===== src/rtl/addsub_seq_if.sv =====
// Request/response bundle for the chunked adder/subtractor.
// The requester owns start and operands; the unit owns status and result.
interface addsub_seq_if #(
    parameter int WIDTH = 16
);
    logic             start;
    logic [WIDTH-1:0] a;
    logic [WIDTH-1:0] b;
    logic             sub;
    logic             sat;
    logic             busy;
    logic             done;
    logic [WIDTH-1:0] result;
    logic             cout;
    logic             ovf;
    logic             zero;
    logic             neg;

    modport master (
        output start, a, b, sub, sat,
        input  busy, done, result, cout, ovf, zero, neg
    );

    modport slave (
        input  start, a, b, sub, sat,
        output busy, done, result, cout, ovf, zero, neg
    );
endinterface


===== src/rtl/addsub_seq.sv =====
// Multi-cycle two's complement adder/subtractor, CHUNK bits per clock, LSB chunk first.
// Optional signed saturation; status flags are published together with the result.
module addsub_seq #(
    parameter int WIDTH = 16,
    parameter int CHUNK = 4
) (
    input  logic         clk,
    input  logic         rst_n,
    addsub_seq_if.slave  bus
);
    localparam int N  = WIDTH / CHUNK;
    localparam int IW = (N > 1) ? $clog2(N) : 1;

    typedef enum logic [1:0] {IDLE, RUN, DONE} state_t;

    state_t           state;
    logic [IW-1:0]    idx;
    logic             carry;
    logic             op_sub;
    logic             op_sat;
    logic [WIDTH-1:0] op_a;
    logic [WIDTH-1:0] op_b;
    logic [WIDTH-1:0] work;

    logic             busy;
    logic             done;
    logic [WIDTH-1:0] result;
    logic             cout;
    logic             ovf;
    logic             zero;
    logic             neg;

    int               base;
    logic [CHUNK-1:0] a_chunk;
    logic [CHUNK-1:0] b_chunk;
    logic [CHUNK:0]   chunk_sum;
    logic [WIDTH-1:0] work_next;
    logic [WIDTH-1:0] final_res;
    logic             last;
    logic             msb_cin;
    logic             raw_ovf;

    function automatic logic signed [WIDTH-1:0] saturate(
        input logic [WIDTH-1:0] raw,
        input logic             ovf_in,
        input logic             sat_en,
        input logic             a_neg
    );
        logic signed [WIDTH-1:0] res;
        if (sat_en && ovf_in)
            res = a_neg ? {1'b1, {(WIDTH-1){1'b0}}} : {1'b0, {(WIDTH-1){1'b1}}};
        else
            res = raw;
        return res;
    endfunction

    always_comb begin
        base      = int'(idx) * CHUNK;
        a_chunk   = op_a[base +: CHUNK];
        b_chunk   = op_b[base +: CHUNK] ^ {CHUNK{op_sub}};
        chunk_sum = {1'b0, a_chunk} + {1'b0, b_chunk} + {{CHUNK{1'b0}}, carry};
        work_next = work;
        work_next[base +: CHUNK] = chunk_sum[CHUNK-1:0];
        last      = (idx == IW'(N - 1));
        // Carry into the MSB recovered from the MSB's own sum bit.
        msb_cin   = a_chunk[CHUNK-1] ^ b_chunk[CHUNK-1] ^ chunk_sum[CHUNK-1];
        raw_ovf   = msb_cin ^ chunk_sum[CHUNK];
        final_res = saturate(work_next, raw_ovf, op_sat, op_a[WIDTH-1]);
    end

    // Operand and working registers carry no reset; control gates their use.
    always_ff @(posedge clk) begin
        if (state != RUN) begin
            if (bus.start) begin
                op_a <= bus.a;
                op_b <= bus.b;
            end
        end else begin
            work <= work_next;
        end
    end

    always_ff @(posedge clk or negedge rst_n) begin
        if (!rst_n) begin
            state  <= IDLE;
            idx    <= '0;
            carry  <= 1'b0;
            op_sub <= 1'b0;
            op_sat <= 1'b0;
            busy   <= 1'b0;
            done   <= 1'b0;
            result <= '0;
            cout   <= 1'b0;
            ovf    <= 1'b0;
            zero   <= 1'b0;
            neg    <= 1'b0;
        end else begin
            case (state)
                IDLE, DONE: begin
                    done <= 1'b0;
                    if (bus.start) begin
                        op_sub <= bus.sub;
                        op_sat <= bus.sat;
                        carry  <= bus.sub;
                        idx    <= '0;
                        busy   <= 1'b1;
                        state  <= RUN;
                    end else begin
                        state  <= IDLE;
                    end
                end
                RUN: begin
                    carry <= chunk_sum[CHUNK];
                    idx   <= idx + 1'b1;
                    if (last) begin
                        result <= final_res;
                        cout   <= chunk_sum[CHUNK];
                        ovf    <= raw_ovf;
                        zero   <= (final_res == '0);
                        neg    <= final_res[WIDTH-1];
                        busy   <= 1'b0;
                        done   <= 1'b1;
                        state  <= DONE;
                    end
                end
                default: state <= IDLE;
            endcase
        end
    end

    assign bus.busy   = busy;
    assign bus.done   = done;
    assign bus.result = result;
    assign bus.cout   = cout;
    assign bus.ovf    = ovf;
    assign bus.zero   = zero;
    assign bus.neg    = neg;
endmodule


===== src/flat_wrapper.sv =====
// flat-port wrapper written by rule: the top's interface ports become plain ports
module addsub_seq_flat 
#(
    parameter int WIDTH = 16,
    parameter int CHUNK = 4
)
  (clk, rst_n, bus_start, bus_a, bus_b, bus_sub, bus_sat, bus_busy, bus_done, bus_result, bus_cout, bus_ovf, bus_zero, bus_neg);
  addsub_seq_if #(.WIDTH(WIDTH)) bus_i ();
  input  logic clk;
  input  logic rst_n;
  input wire logic [$bits(bus_i.start)-1:0] bus_start;
  input wire logic [$bits(bus_i.a)-1:0] bus_a;
  input wire logic [$bits(bus_i.b)-1:0] bus_b;
  input wire logic [$bits(bus_i.sub)-1:0] bus_sub;
  input wire logic [$bits(bus_i.sat)-1:0] bus_sat;
  output wire logic [$bits(bus_i.busy)-1:0] bus_busy;
  output wire logic [$bits(bus_i.done)-1:0] bus_done;
  output wire logic [$bits(bus_i.result)-1:0] bus_result;
  output wire logic [$bits(bus_i.cout)-1:0] bus_cout;
  output wire logic [$bits(bus_i.ovf)-1:0] bus_ovf;
  output wire logic [$bits(bus_i.zero)-1:0] bus_zero;
  output wire logic [$bits(bus_i.neg)-1:0] bus_neg;
  assign bus_i.start = bus_start;
  assign bus_i.a = bus_a;
  assign bus_i.b = bus_b;
  assign bus_i.sub = bus_sub;
  assign bus_i.sat = bus_sat;
  assign bus_busy = bus_i.busy;
  assign bus_done = bus_i.done;
  assign bus_result = bus_i.result;
  assign bus_cout = bus_i.cout;
  assign bus_ovf = bus_i.ovf;
  assign bus_zero = bus_i.zero;
  assign bus_neg = bus_i.neg;
  addsub_seq #(.WIDTH(WIDTH), .CHUNK(CHUNK)) u_core (.clk(clk), .rst_n(rst_n), .bus(bus_i));
endmodule

===== config.mk =====
export PLATFORM = sky130hd
export DESIGN_NAME = addsub_seq_flat
export DESIGN_NICKNAME = d
export VERILOG_FILES = /design/src/rtl/addsub_seq_if.sv /design/src/rtl/addsub_seq.sv /design/src/flat_wrapper.sv
export SDC_FILE = /design/constraint.sdc
export NUM_CORES = 1
export LEC_CHECK = 0
export CORE_ASPECT_RATIO = 1.75
export CORE_MARGIN = 3
export CORE_UTILIZATION = 40
export CTS_CLUSTER_DIAMETER = 30
export DETAILED_ROUTE_END_ITERATION = 7
export MAX_ROUTING_LAYER = met4
export PLACE_DENSITY_LB_ADDON = 0.15
export SLEW_MARGIN = 40
export SYNTH_ARGS = -nofsm -noshare
export SYNTH_HDL_FRONTEND = slang
export SYNTH_SLANG_ARGS = --single-unit
export TNS_END_PERCENT = 5

===== constraint.sdc =====
create_clock -name clk -period 9.42 [get_ports clk]
set_input_delay 1.884 -clock clk [delete_from_list [all_inputs] [get_ports clk]]
set_output_delay 1.884 -clock clk [all_outputs]
set_load 0.1 [all_outputs]

==> metrics.yaml, run 1 <==
worstSetupStartpoint: "u_core.idx[0]"
area_delta_synth_final_pct: 24.4
ctsHoldBuffers: 0
grt_pass1_wl_um: 10900
drtPass1Iterations: 4
core_area_um2: 8070
cts_setup_buffers: 0
viasPerCell: 5.24
setup_viol: 0
num_antenna_cells: 0
die_w_um: 75.5
drt_iter0_markers: 169
synth_top_family_by_area: "simple AND/OR/NAND/NOR gates"
final_common_cell: "edfxtp_1"
routed_wl_um: 6920
critPathArrivalTime_ns: 3.95
clock_skew_ns: 0.00696
track_usage: 0.162
grt_max_degree: 39
dieArea_um2: 9630
finalMaxSlewViolations: 0
ys_types: 44
die_h_um: 128
cts.repair.resized: 0
ys_seq_area_frac: 0.634
cts_root_buffer: "clkbuf_16"
drc_errors: 0
synthMuxAreaShare: 0.0633
rows: 43
layout.nets: 362
status: "completed"
wl_per_cell_um: 16.9
max_cap_viol_count: 0
drive_gt1_frac: 0.185
cp.required_ns: 9.61
synthTopCellsByArea: "edfxtp_1 43%, dfrtp_1 21%, mux4_2 5.3%"
synthXorXnorAreaFrac: 0.0181
grt_overflow_total: 0
synthCells: 254
end_kind: "flip-flop"
synth-seq-cells: 76
yosysWarningCount: 0
syn_nets: 302
port_buffers: 58
max_freq_mhz: 266
clk-insertion-delay-late_ns: 0.33
layout_common_cells: "48 x edfxtp_1, 36 x clkdlybuf4s50_1, 28 x nand2_1, 28 x dfrtp_1, 22 x buf_2"
relSlewSlack: 0.486
yosys.area.top_type: "edfxtp_1"
clock-sinks: 76
htree_levels: 3
synth_compound_area_frac: 0.0992
hold_viol: 0
num_vias: 2145
timing.rr.start: "u_core.idx[0]"
start_kind: "flip-flop"
max_slew.worst_pin.slew_ns: 0.771
synth_adder_area_share: 0.0452
cts_tree: "done"
period_share: 0.400
ant_nets: 0
initial_utilization: 0.419
hp-class: "flip-flop to flip-flop"
rsz0062_at_grt: "no"
io_pins: 59
synthSimpleGateAreaFrac: 0.102
synthArstFlopShare: 0.368
antenna_found_initial: 0
clk_pin_slew_ns: 0.06
crit_fanout: 20
min_from: "u_core.bus.result[7]"
cts_made_buffers: 9
avgSynthCellArea_um2: 13.3
setup_tns_ns: 0
finalCriticalPeriod_ns: 3.76
netlist.area_leader.share: 0.426
worstSetupPathType: "flip-flop to flip-flop"
gp_congestion: 0.850
synth_edf_count: 48
syn_area_um2: 3380
clk_path_buf_depth: 2
first_global_vias: 2192
dp_hpwl_um: 5210
synth_top_flop_cell: "edfxtp_1"
-- layer usage --
| layer | GRT usage | share of wire |
|---|---|---|
| met1 | 0.166 | 0.36 |
| met2 | 0.262 | 0.54 |
| met3 | 0.0394 | 0.043 |
| met4 | 0.114 | 0.057 |
| met5 | - | 0 |
-- cell type report --
cell class	count	area, um^2
multi-input combinational	147	1110
clock inverter	2	10.0
clock buffer	14	265
fill	714	3860
tap	90	113
sequential	76	2140
inverter	19	71.3
timing repair buffer	61	493
-- path summary, 6_finish.rpt --
path	to	slack, ns	depth (start not counted)
max reg2reg	u_core.bus.result[14]	5.66	10
min	u_core.bus.result[7]	0.47	2
min in group asynchronous	u_core.bus.result[6]	1.94	2
max in group asynchronous	u_core.state[0]	7.21	2
max	u_core.bus.result[14]	5.66	10
min reg2reg	u_core.bus.result[7]	0.47	2
-- per-stage QoR --
stage / util / area (um^2) / instances / hold WS [ns] / setup slack [ns]
2_1_floorplan: - / 3380 / 254 / 0.469 / 5.77
3_3_place_gp: 0.500 / 4040 / 393 / 0.464 / 5.71
3_5_place_dp: 0.487 / 3930 / 393 / 0.466 / 5.63
4_1_cts: 0.521 / 4210 / 409 / 0.481 / 5.63
5_1_grt: 0.521 / 4210 / 409 / 0.488 / 5.29
6_report: 0.521 / 4210 / 409 / 0.474 / 5.66
-- sequential cells by signal (all words and copies together), names as in the netlist --
signal,count
u_core.op_a,16
u_core.op_sub,1
u_core.state,2
u_core.op_b,16
u_core.bus.zero,1
u_core.bus.neg,1
u_core.bus.busy,1
u_core.bus.cout,1
u_core.bus.result,15
u_core.carry,1
u_core.bus.ovf,1
u_core.idx,2
u_core.bus.done,1
u_core.op_sat,1
u_core.work,16
-- synthesized netlist by cell type, drive strengths merged (4+ instances only) --
library cell and count:
dfrtp 28, clkbuf 5, ha 9, buf 7
o22ai 8, inv 19, a21oi 6, xor2 5
nor2 21, edfxtp 48, nor2b 8, mux4 8
nand2 29, o21ai 4, o31ai 15, a31o 4
-- critical path: stages, from the launching register on --
cell and delay, ns:
dfrtp_1 0.32, buf_4 0.27, mux4_2 0.55, xnor2_1 0.16, fa_1 0.46, fa_1 0.41, nand2b_1 0.17, a21oi_2 0.18
xor2_1 0.31, and3_1 0.61, o31ai_1 0.16
-- kinds of logic after synthesis --
kind of cell    Yosys count
simple gates             73
mux                      11
xor+xnor                  7
fa+ha+maj                11
compound gates           45
buf+inv                  31
flops                    76
Power of run 1 is left out: the tool's default activity adds up to more than one toggle a clock period on the data nets, which glitch-free logic cannot reach.
==> run 2: changes to the inputs <==
==> constraint.sdc (replaced) <==
create_clock -name clk -period 3.9 [get_ports clk]
set_input_delay 0.78 -clock clk [delete_from_list [all_inputs] [get_ports clk]]
set_output_delay 0.78 -clock clk [all_outputs]
set_load 0.1 [all_outputs]
==> run 2 against run 1 <==
Die area unchanged. Cell count increased by 1.2%. Wire length increased by 4.9%. Non-clock buffer count increased by 5. First-iteration DRC count increased by 1.2%. Global-route usage increased by 0.65 points. Sequential cell count unchanged. Sequential share of layout area decreased by 0.30 points. Largest cell class unchanged.
==> metrics.yaml, run 2 (same netlist as run 1, synthesis figures left out) <==
status: "completed"
die_w_um: 75.5  # unchanged
max_slew.worst_pin.slew_ns: 0.804  # +0.0333 ns
cts_made_buffers: 9  # unchanged
crit_fanout: 3  # -85%
cts_setup_buffers: 0  # unchanged
drive_gt1_frac: 0.194  # +0.00949
die_h_um: 128  # unchanged
setup_tns_ns: 0  # unchanged
area_delta_synth_final_pct: 25.1
wl_per_cell_um: 17.5  # +3.6%
critical_path.most_common_cell: "fa_1"
drtPass1Iterations: 4  # unchanged
clk_path_buf_depth: 2  # unchanged
critPathArrivalTime_ns: 3.68  # -0.27 ns
dp_hpwl_um: 5450  # +4.6%
finalWorstSetupSlack_ns: 0.442  # -5.21 ns
r2r_slack_ns: 0.44  # -5.21 ns
final_common_cell: "edfxtp_1"
initial_utilization: 0.419  # unchanged
dpl_worst_slack_ns: 0.488  # -5.15 ns
grt_max_degree: 39  # unchanged
hold_viol: 0  # unchanged
path_cells: "mux4_2 > xnor2_1 > fa_1 > fa_1 > nor2_1 > a41o_1 > nor4_1 > and4b_1 > nand3_1 > o41ai_2"
clk-insertion-delay-late_ns: 0.33  # about the same
clk_pin_slew_ns: 0.06  # about the same
fillers: 716  # +0.28%
routed_wl_um: 7260  # +4.9%
hold_depth: 2  # unchanged
route.met2.wl_um: 4170  # +11%
gp_congestion: 0.912  # +7.3%
layout_common_cells: "48 x edfxtp_1, 36 x clkdlybuf4s50_1, 29 x nand2_1"
worstSetupPathType: "flip-flop to flip-flop"
rows: 43  # unchanged
max_freq_mhz: 289  # +8.9%
cp.required_ns: 4.13  # -5.48 ns
cts_tree: "done"
port_buffers: 58  # unchanged
max_cap_viol_count: 0  # unchanged
stdcell_count: 414  # +1.2%
grt_pass1_wl_um: 11400  # +4.5%
rsz0062_at_grt: "no"
wl_met1_um: 2600  # +5.6%
final_util: 0.524  # +0.00310
relSlewSlack: 0.463  # -0.0222
ctsHoldBuffers: 0  # unchanged
drc_errors: 0  # unchanged
clock_skew_ns: 0.00495  # -0.00202 ns
biggestRegsByFlops: "u_core.op_a (16), u_core.op_b (16), u_core.work (16)"
min_to: "u_core.bus.result[12]"
finalCriticalPeriod_ns: 3.46  # -0.306 ns
htree_levels: 3  # unchanged
ant_nets: 0  # unchanged
grt_overflow_total: 0  # unchanged
num_vias: 2166  # +0.98%
min_from: "u_core.bus.result[12]"
clock-sinks: 76  # unchanged
hp-class: "flip-flop to flip-flop"
dpl.cell_count: 398  # +1.3%
track_usage: 0.169  # +0.00651
crit_path_top_delay_cell: "fa_1"
period_share: 0.887  # +0.487
num_antenna_cells: 0  # unchanged
core_area_um2: 8070  # unchanged
r2r_cells: 10  # unchanged
first_global_vias: 2298  # +4.8%
setup_viol: 0  # unchanged
layout.nets: 367  # +1.4%
start_kind: "flip-flop"
io_pins: 59  # unchanged
end_kind: "flip-flop"
slowest_delay_ns: 0.57  # -0.04 ns
antenna_found_initial: 0  # unchanged
worst_r2r_endpoint: "u_core.bus.zero"
viasPerCell: 5.23  # -0.24%
finalMaxSlewViolations: 0  # unchanged
top_layer: "met4"
cts_root_buffer: "clkbuf_16"
timing.rr.start: "u_core.idx[0]"
drt_iter0_markers: 171  # +1.2%
met3WireLength_um: 274  # -8.1%
cts.repair.resized: 0  # unchanged
dieArea_um2: 9630  # unchanged
-- run 2: cell type report --
type                            count  area [um^2]  area share
Sequential cell                    76         2140       0.506
Multi-Input combinational cell    147         1110       0.262
Tap cell                           90          113      0.0266
Clock buffer                       14          254      0.0600
Timing Repair Buffer               66          531       0.125
Inverter                           19         71.3      0.0169
Clock inverter                      2         11.3     0.00266
-- run 2: critical path, delay by kind of cell, from the launching register on --
kind	cells	cell delay, ns
fa+ha+maj	2	1.03
simple gates	4	0.68
compound gates	2	0.61
mux	1	0.52
flops	1	0.36
xor+xnor	1	0.16
-- run 2: worst max path at each step --
stage	from	end	slack (ns)	cells past startpoint
finish	u_core.idx[0]	u_core.bus.zero	0.44	10
global route	u_core.idx[0]	u_core.bus.zero	0.24	10
CTS	u_core.idx[0]	u_core.bus.result[7]	0.45	11
detailed placement	u_core.idx[0]	u_core.bus.zero	0.49	10
global placement	u_core.idx[0]	u_core.bus.zero	0.54	10
floorplan	u_core.idx[0]	u_core.bus.result[0]	0.25	13
-- run 2: metrics by stage --
step           hold slack, ns  area [um^2]
2_1_floorplan           0.469         3380
3_3_place_gp            0.461         4080
3_5_place_dp            0.464         3970
4_1_cts                 0.477         4230
5_1_grt                 0.497         4230
6_report                0.468         4230
-- run 2: metal layers --
layer  track usage  vias up
met4        0.0896        0
met1         0.168     1048
met3        0.0339       13
li1              -     1047
met5             -        -
met2         0.296       58
Power of run 2 is left out for the same reason.
==> run 3: changes to the inputs <==
--- a/config.mk
+++ b/config.mk
@@ -5,6 +5,7 @@
 export SDC_FILE = /design/constraint.sdc
 export NUM_CORES = 1
 export LEC_CHECK = 0
+export ABC_CLOCK_PERIOD_IN_PS = 3900
 export CORE_ASPECT_RATIO = 1.75
 export CORE_MARGIN = 3
 export CORE_UTILIZATION = 40
==> results of run 3 <==
The final DEF is identical to that of run 2; final timing and power are the same.
Power of run 3 is left out for the same reason.
